**config.mk**
```make
export PLATFORM = sky130hd
export DESIGN_NAME = stopwatch_timer
export DESIGN_NICKNAME = d
export VERILOG_FILES = /design/src/rtl/stopwatch_timer.sv
export SDC_FILE = /design/constraint.sdc
export NUM_CORES = 1
export LEC_CHECK = 0
export ABC_AREA = 1
export BUFFER_PORTS_ARGS = -buffer_cell sky130_fd_sc_hd__buf_4
export CORE_ASPECT_RATIO = 0.6
export CORE_MARGIN = 10
export CORE_UTILIZATION = 55
export CTS_BUF_LIST = sky130_fd_sc_hd__clkbuf_2 sky130_fd_sc_hd__clkbuf_4 sky130_fd_sc_hd__clkbuf_8
export CTS_CLUSTER_DIAMETER = 50
export DETAILED_ROUTE_END_ITERATION = 16
export PLACE_DENSITY_LB_ADDON = 0.25
export SYNTH_ARGS = -nofsm -noshare
export SYNTH_HDL_FRONTEND = slang
export SYNTH_SLANG_ARGS = --single-unit
```
**constraint.sdc**
```tcl
create_clock -name clk_org -period 4 [get_ports clk_org]
set_input_delay 0.8 -clock clk_org [delete_from_list [all_inputs] [get_ports clk_org]]
set_output_delay 0.8 -clock clk_org [all_outputs]
set_load 0.01 [all_outputs]
```
**src/rtl/stopwatch_timer.sv**
```systemverilog
// stopwatch_timer: BCD up/down timer with preset entry, lap hold and done flag.
// Drives an active-low multiplexed 7-segment display, one digit per scan step.
module stopwatch_timer #(
  parameter int TICK_DIV   = 5000000,
  parameter int SCAN_DIV   = 100000,
  parameter int MIN_DIGITS = 1
) (
  input  logic                  clk_org,
  input  logic                  reset,
  input  logic                  start,
  input  logic                  clr,
  input  logic                  mode,
  input  logic                  preset_en,
  input  logic                  preset_inc,
  input  logic                  lap,
  output logic [7:0]            seg,
  output logic [MIN_DIGITS+2:0] side,
  output logic                  done,
  output logic                  running
);

  localparam int N  = MIN_DIGITS + 3;
  localparam int PW = $clog2(TICK_DIV + 1);
  localparam int SW = $clog2(SCAN_DIV + 1);
  localparam int IW = $clog2(N);
  localparam logic [PW-1:0] TICK_LAST = PW'(TICK_DIV - 1);
  localparam logic [SW-1:0] SCAN_LAST = SW'(SCAN_DIV - 1);
  localparam logic [IW-1:0] IDX_LAST  = IW'(N - 1);

  typedef logic [N-1:0][3:0] bcd_t;
  typedef enum logic [1:0] {IDLE, RUN, PAUSE, DONE} state_e;

  function automatic logic [3:0] top_of(input int i);
    return (i == 2) ? 4'd5 : 4'd9;
  endfunction

  function automatic bcd_t max_val();
    bcd_t r;
    for (int i = 0; i < N; i++) r[i] = top_of(i);
    return r;
  endfunction

  localparam bcd_t CNT_MAX = max_val();

  function automatic bcd_t bcd_inc(input bcd_t v, input int from);
    bcd_t r = v;
    logic c = 1'b1;
    for (int i = 0; i < N; i++) begin
      if (c && i >= from) begin
        if (r[i] == top_of(i)) r[i] = 4'd0;
        else begin
          r[i] = r[i] + 4'd1;
          c = 1'b0;
        end
      end
    end
    return r;
  endfunction

  function automatic bcd_t bcd_dec(input bcd_t v);
    bcd_t r = v;
    logic b = 1'b1;
    for (int i = 0; i < N; i++) begin
      if (b) begin
        if (r[i] == 4'd0) r[i] = top_of(i);
        else begin
          r[i] = r[i] - 4'd1;
          b = 1'b0;
        end
      end
    end
    return r;
  endfunction

  function automatic logic [6:0] seg7(input logic [3:0] d);
    unique case (d)
      4'd0: return 7'h40;
      4'd1: return 7'h79;
      4'd2: return 7'h24;
      4'd3: return 7'h30;
      4'd4: return 7'h19;
      4'd5: return 7'h12;
      4'd6: return 7'h02;
      4'd7: return 7'h78;
      4'd8: return 7'h00;
      4'd9: return 7'h10;
      default: return 7'h7F;
    endcase
  endfunction

  state_e          state_q, state_d;
  bcd_t            cnt_q, cnt_d, pre_q, pre_d, snap_q, snap_d;
  bcd_t            cnt_up, cnt_dn, pre_up, disp;
  logic            hold_q, hold_d, mode_q, mode_d;
  logic [PW-1:0]   presc_q, presc_d;
  logic [SW-1:0]   scan_q, scan_d;
  logic [IW-1:0]   idx_q, idx_d;
  logic [7:0]      seg_q, seg_d;
  logic [N-1:0]    side_q, side_d;
  logic            done_q, run_q;
  logic            start_q, clr_q, inc_q, lap_q;
  logic            start_ev, clr_ev, inc_ev, lap_ev;
  logic            tick, step;

  assign start_ev = start & ~start_q;
  assign clr_ev   = clr & ~clr_q;
  assign inc_ev   = preset_inc & ~inc_q;
  assign lap_ev   = lap & ~lap_q;
  assign tick     = (presc_q == TICK_LAST);
  assign cnt_up   = bcd_inc(cnt_q, 0);
  assign cnt_dn   = bcd_dec(cnt_q);
  assign pre_up   = bcd_inc(pre_q, 2);

  // Run/pause/done control, counting, preset entry and lap capture.
  always_comb begin
    state_d = state_q;
    cnt_d   = cnt_q;
    pre_d   = pre_q;
    snap_d  = snap_q;
    hold_d  = hold_q;
    mode_d  = mode_q;
    presc_d = presc_q;
    if (clr_ev) begin
      state_d = IDLE;
      hold_d  = 1'b0;
    end else begin
      unique case (state_q)
        IDLE: begin
          mode_d = mode;
          cnt_d  = mode_q ? pre_q : '0;
          if (inc_ev && preset_en) pre_d = pre_up;
          if (start_ev && !(mode_q && pre_q == '0)) begin
            state_d = RUN;
            presc_d = '0;
          end
        end
        RUN: begin
          presc_d = tick ? '0 : presc_q + PW'(1);
          if (lap_ev) begin
            hold_d = ~hold_q;
            if (!hold_q) snap_d = cnt_q;
          end
          if (start_ev) begin
            state_d = PAUSE;
          end else if (tick) begin
            cnt_d = mode_q ? cnt_dn : cnt_up;
            if (mode_q ? (cnt_dn == '0) : (cnt_up == CNT_MAX)) begin
              state_d = DONE;
              hold_d  = 1'b0;
            end
          end
        end
        PAUSE: begin
          if (start_ev) state_d = RUN;
        end
        DONE: begin
        end
      endcase
    end
  end

  // Display source selection and digit scan.
  always_comb begin
    disp = cnt_q;
    if (state_q == IDLE && preset_en) disp = pre_q;
    else if (hold_q) disp = snap_q;
    step   = (scan_q == SCAN_LAST);
    scan_d = step ? '0 : scan_q + SW'(1);
    idx_d  = idx_q;
    side_d = side_q;
    seg_d  = seg_q;
    if (step) begin
      idx_d  = (idx_q == IDX_LAST) ? '0 : idx_q + IW'(1);
      side_d = ~(N'(1) << idx_d);
      seg_d  = {(idx_d != IW'(1)), seg7(disp[idx_d])};
    end
  end

  // State register for all flops; reset wins over every input.
  always_ff @(posedge clk_org) begin
    if (reset) begin
      state_q <= IDLE;
      cnt_q   <= '0;
      pre_q   <= '0;
      snap_q  <= '0;
      hold_q  <= 1'b0;
      mode_q  <= 1'b0;
      presc_q <= '0;
      scan_q  <= '0;
      idx_q   <= '0;
      seg_q   <= 8'hC0;
      side_q  <= ~N'(1);
      done_q  <= 1'b0;
      run_q   <= 1'b0;
      start_q <= 1'b0;
      clr_q   <= 1'b0;
      inc_q   <= 1'b0;
      lap_q   <= 1'b0;
    end else begin
      state_q <= state_d;
      cnt_q   <= cnt_d;
      pre_q   <= pre_d;
      snap_q  <= snap_d;
      hold_q  <= hold_d;
      mode_q  <= mode_d;
      presc_q <= presc_d;
      scan_q  <= scan_d;
      idx_q   <= idx_d;
      seg_q   <= seg_d;
      side_q  <= side_d;
      done_q  <= (state_d == DONE);
      run_q   <= (state_d == RUN);
      start_q <= start;
      clr_q   <= clr;
      inc_q   <= preset_inc;
      lap_q   <= lap;
    end
  end

  assign seg     = seg_q;
  assign side    = side_q;
  assign done    = done_q;
  assign running = run_q;

endmodule

```
==> qor.txt <==
=================================================================================================
Clock buffer depth .................................................................            2
Multiplexer area fraction after synthesis ..........................................           0%
Remaining global-route overflow ....................................................            0
Post-detailed-route wirelength per cell ............................................     14.17 um
Total Die Area .....................................................................   15910 um^2
Worst setup slack for register-to-register paths ...................................      1.22 ns
Proportion of register bits with asynchronous set or reset after synthesis .........           0%
Library cell with the largest summed area after synthesis .......................... sky130_fd_sc_hd__dfxtp_1
Clock-pin transition on the worst setup and hold timing paths ......................      0.10 ns
Highest Clock Rate .................................................................   0.3592 GHz
Final antenna diode count ..........................................................            0
Remaining DRCs .....................................................................            0
GRT busiest layer ..................................................................         met1
Yosys warning total ................................................................            0
Routability Congestion .............................................................       0.9390
Class of the most critical hold timing path ........................................      reg2reg
Net count after synthesis ..........................................................          934
Xor/xnor cell area share of the yosys netlist ......................................       1.858%
Worst vdd rail ir drop .............................................................    0.1850 mV
Largest family of logic cells by synthesized area .................................. simple AND/OR/NAND/NOR gates
Setup TNS ..........................................................................         0 ns
Post-synthesis sequential area ratio ...............................................       33.64%
GR Util met3 .......................................................................       4.613%
Share of final-layout standard cells stronger than drive strength 1 ................       11.57%
Max-slew violations ................................................................            0
Final-layout worst hold slack ......................................................    0.4529 ns
Met2 capacity usage during global routing ..........................................       24.28%
Synth Area in Adders ...............................................................       2.449%
Number of nets at the end of the flow ..............................................          940
CTS H-Tree Depth ...................................................................            3
Via count of the first global-routing pass .........................................         4865
Number of iterations in the first detailed-routing pass ............................            6
Placeable core region ..............................................................   10740 um^2
Boundary pin count .................................................................           22
Compound-Gate Fraction of Synth Area ...............................................       17.35%
Max-cap violations .................................................................            0
Summed instance area of the synthesized netlist ....................................    6130 um^2
Final number of setup-violating endpoints ..........................................            0
Type of origin of the critical path ................................................         flop
Via total after detailed routing ...................................................         5932
Final Cycle Share ..................................................................       69.60%
Placed wire-length estimate after detailed placement ...............................     11130 um
Clock period minus worst slack .....................................................     2.784 ns
Final setup skew ...................................................................   0.01327 ns
CP endpoint ........................................................................       seg[5]
Die Height .........................................................................     101.8 um
Gate Count Post-Synth ..............................................................          914
Post-synthesis area per instance ...................................................   6.706 um^2
Most common cell after layout, fill and taps aside ................................. sky130_fd_sc_hd__nand2_1
Top cell type's share of synthesized area ..........................................       33.64%
FF-to-FF Start .....................................................................       hold_q
All-layer global routing usage .....................................................       18.84%
Power density normalized to cell area .............................................. 327.4 nW/um^2
Number of buffer cells added on primary ports ......................................           21
DIE WIDTH ..........................................................................     156.3 um
Number of distinct library cell variants in the gate-level netlist after synthesis .           46
PostCTS Resize Cnt .................................................................            0
Starting utilization of the core area ..............................................       57.07%
Depth of the worst register-to-register path .......................................            9
Clock sink total ...................................................................          103
Critical path class ................................................................      reg2reg
TritonCTS clock tree ...............................................................          yes
Total number of placement rows .....................................................           29
Post-CTS Hold Buffers ..............................................................            0
Leakage power figure ...............................................................     2.556 nW
Critical Path Sink Type ............................................................         flop
Cells taking the most area after synthesis ......................................... sky130_fd_sc_hd__dfxtp_1 34%, sky130_fd_sc_hd__nand2_1 11%, sky130_fd_sc_hd__inv_1 6.0%
Run status ......................................................................... finished clean
Data required time at the worst endpoint ...........................................      4.27 ns
Final hold vios ....................................................................            0
Yosys reg bits .....................................................................          103
Dominant synthesized flop cell ..................................................... sky130_fd_sc_hd__dfxtp_1
Number of buffers created by CTS ...................................................            9
Worst rel slew slack ...............................................................       36.12%
1st-iter DRT viols .................................................................          668
Setup repair after global routing missed its margin ................................        false
Highest net fanout along the worst path ............................................           33
Post-synth EDFFs ...................................................................            0
Final WL ...........................................................................     15080 um
Number of setup buffers added after CTS ............................................            0
Commonest cells after routing, fill and taps aside ................................. 185 x sky130_fd_sc_hd__nand2_1, 103 x sky130_fd_sc_hd__dfxtp_1, 98 x sky130_fd_sc_hd__inv_1
Antenna violations before repair ...................................................            0
Transition time at the pin with the least slew margin ..............................    0.9569 ns
Post-route antenna net violation count .............................................            0
Worst skew pair latency ............................................................      0.38 ns
First-pass GRT wire length .........................................................     24990 um
Pin count of the biggest net entering global routing ...............................           34
Relative area change from synthesis to final layout ................................       6.695%
Clock tree root buffer cell ........................................................ sky130_fd_sc_hd__clkbuf_8
Met1 usage in global routing .......................................................       30.08%
Arrival time of data at the critical path endpoint .................................      3.05 ns
Simple-gate area share of the yosys netlist ........................................       33.95%
Terminus of the critical flop-to-flop path .........................................       seg[5]
Crit. Startpoint ...................................................................       hold_q
Via-to-Cell Ratio ..................................................................        5.575
=================================================================================================
==> cells by family after synthesis <==
group | Yosys count
and+or+nand+nor | 444
AOI/OAI and AO/OA | 188
buffers and inverters | 154
DFF | 103
xor gates and xnor gates | 13
adders and majority gates | 12
==> power breakdown <==
part	internal (mW)	leakage, nW	switching [mW]	total, mW
Clock	0.373	0.113	0.370	0.743
Sequential	1.05	0.834	0.0358	1.08
Combinational	0.0994	1.61	0.216	0.315
==> cell type report <==
| type | instances | area (um^2) |
|---|---|---|
| multi-input combinational | 657 | 3408 |
| clock buffer | 10 | 137.6 |
| sequential | 103 | 2062 |
| fill | 1002 | 4200 |
| tap | 139 | 173.9 |
| inverter | 120 | 450.4 |
| clock inverter | 6 | 90.09 |
| timing repair buffer | 29 | 217.7 |
==> worst min-delay path by stage <==
stage	startpoint	end	slack, ns	cells past startpoint
2_1_floorplan	scan_q[0]	scan_q[0]	0.42	1
3_3_place_gp	snap_q[0]	snap_q[0]	0.44	2
3_5_place_dp	snap_q[0]	snap_q[0]	0.44	2
4_1_cts	snap_q[14]	snap_q[14]	0.46	2
5_1_grt	snap_q[8]	snap_q[8]	0.48	2
6_report	snap_q[14]	snap_q[14]	0.45	2
==> flip-flops by register name (all words and copies together) (netlist names) <==
| signal | cells |
|---|---|
| clr_q | 1 |
| cnt_q | 16 |
| done | 1 |
| hold_q | 1 |
| idx_q | 2 |
| inc_q | 1 |
| lap_q | 1 |
| mode_q | 1 |
| pre_q | 8 |
| presc_q | 23 |
| running | 1 |
| scan_q | 17 |
| seg | 8 |
| side | 3 |
| snap_q | 16 |
| start_q | 1 |
| state_q | 2 |
==> critical path: stages, from the launching register on <==
cell                       delay, ns
sky130_fd_sc_hd__dfxtp_1        0.96
sky130_fd_sc_hd__o21ai_0        0.27
sky130_fd_sc_hd__or2_0          0.25
sky130_fd_sc_hd__a32oi_1        0.45
sky130_fd_sc_hd__inv_1          0.13
sky130_fd_sc_hd__ha_1           0.20
sky130_fd_sc_hd__o21ai_1        0.18
sky130_fd_sc_hd__nor2_1         0.06
sky130_fd_sc_hd__o21bai_1       0.13
sky130_fd_sc_hd__inv_1          0.04
==> metrics by stage <==
| stage | total power, mW | setup slack, ns | utilization [%] | instances | instance area [um^2] |
|---|---|---|---|---|---|
| detailed placement | 1.414 | 1.206 | 58.77 | 1048 | 6312 |
| floorplan | 1.349 | 1.552 | - | 914 | 6130 |
| global route | 2.233 | 0.8418 | 60.89 | 1064 | 6540 |
| global placement | 1.412 | 1.281 | 58.77 | 1048 | 6312 |
| finish | 2.141 | 1.216 | 60.89 | 1064 | 6540 |
| CTS | 2.149 | 1.248 | 60.89 | 1064 | 6540 |
==> cells in the mapped netlist (all sizes together), types with 19 or more instances <==
cell type and n:
nand2 200, a21oi 68, nand3 66, inv 115, nor3 23, dfxtp 103
nor2 109, nand4 19, o21ai 81, clkbuf 22
==> layer usage <==
metal  up-vias  part of all wire (%)  wire (um)
met4         0                  0.58         87
met1      2630                    53       8043
met5         -                     0          0
met3         9                   9.5       1427
li1       3042                     -          -
met2       251                    37       5518
No activity file was read; power rests on OpenSTA's default activity.
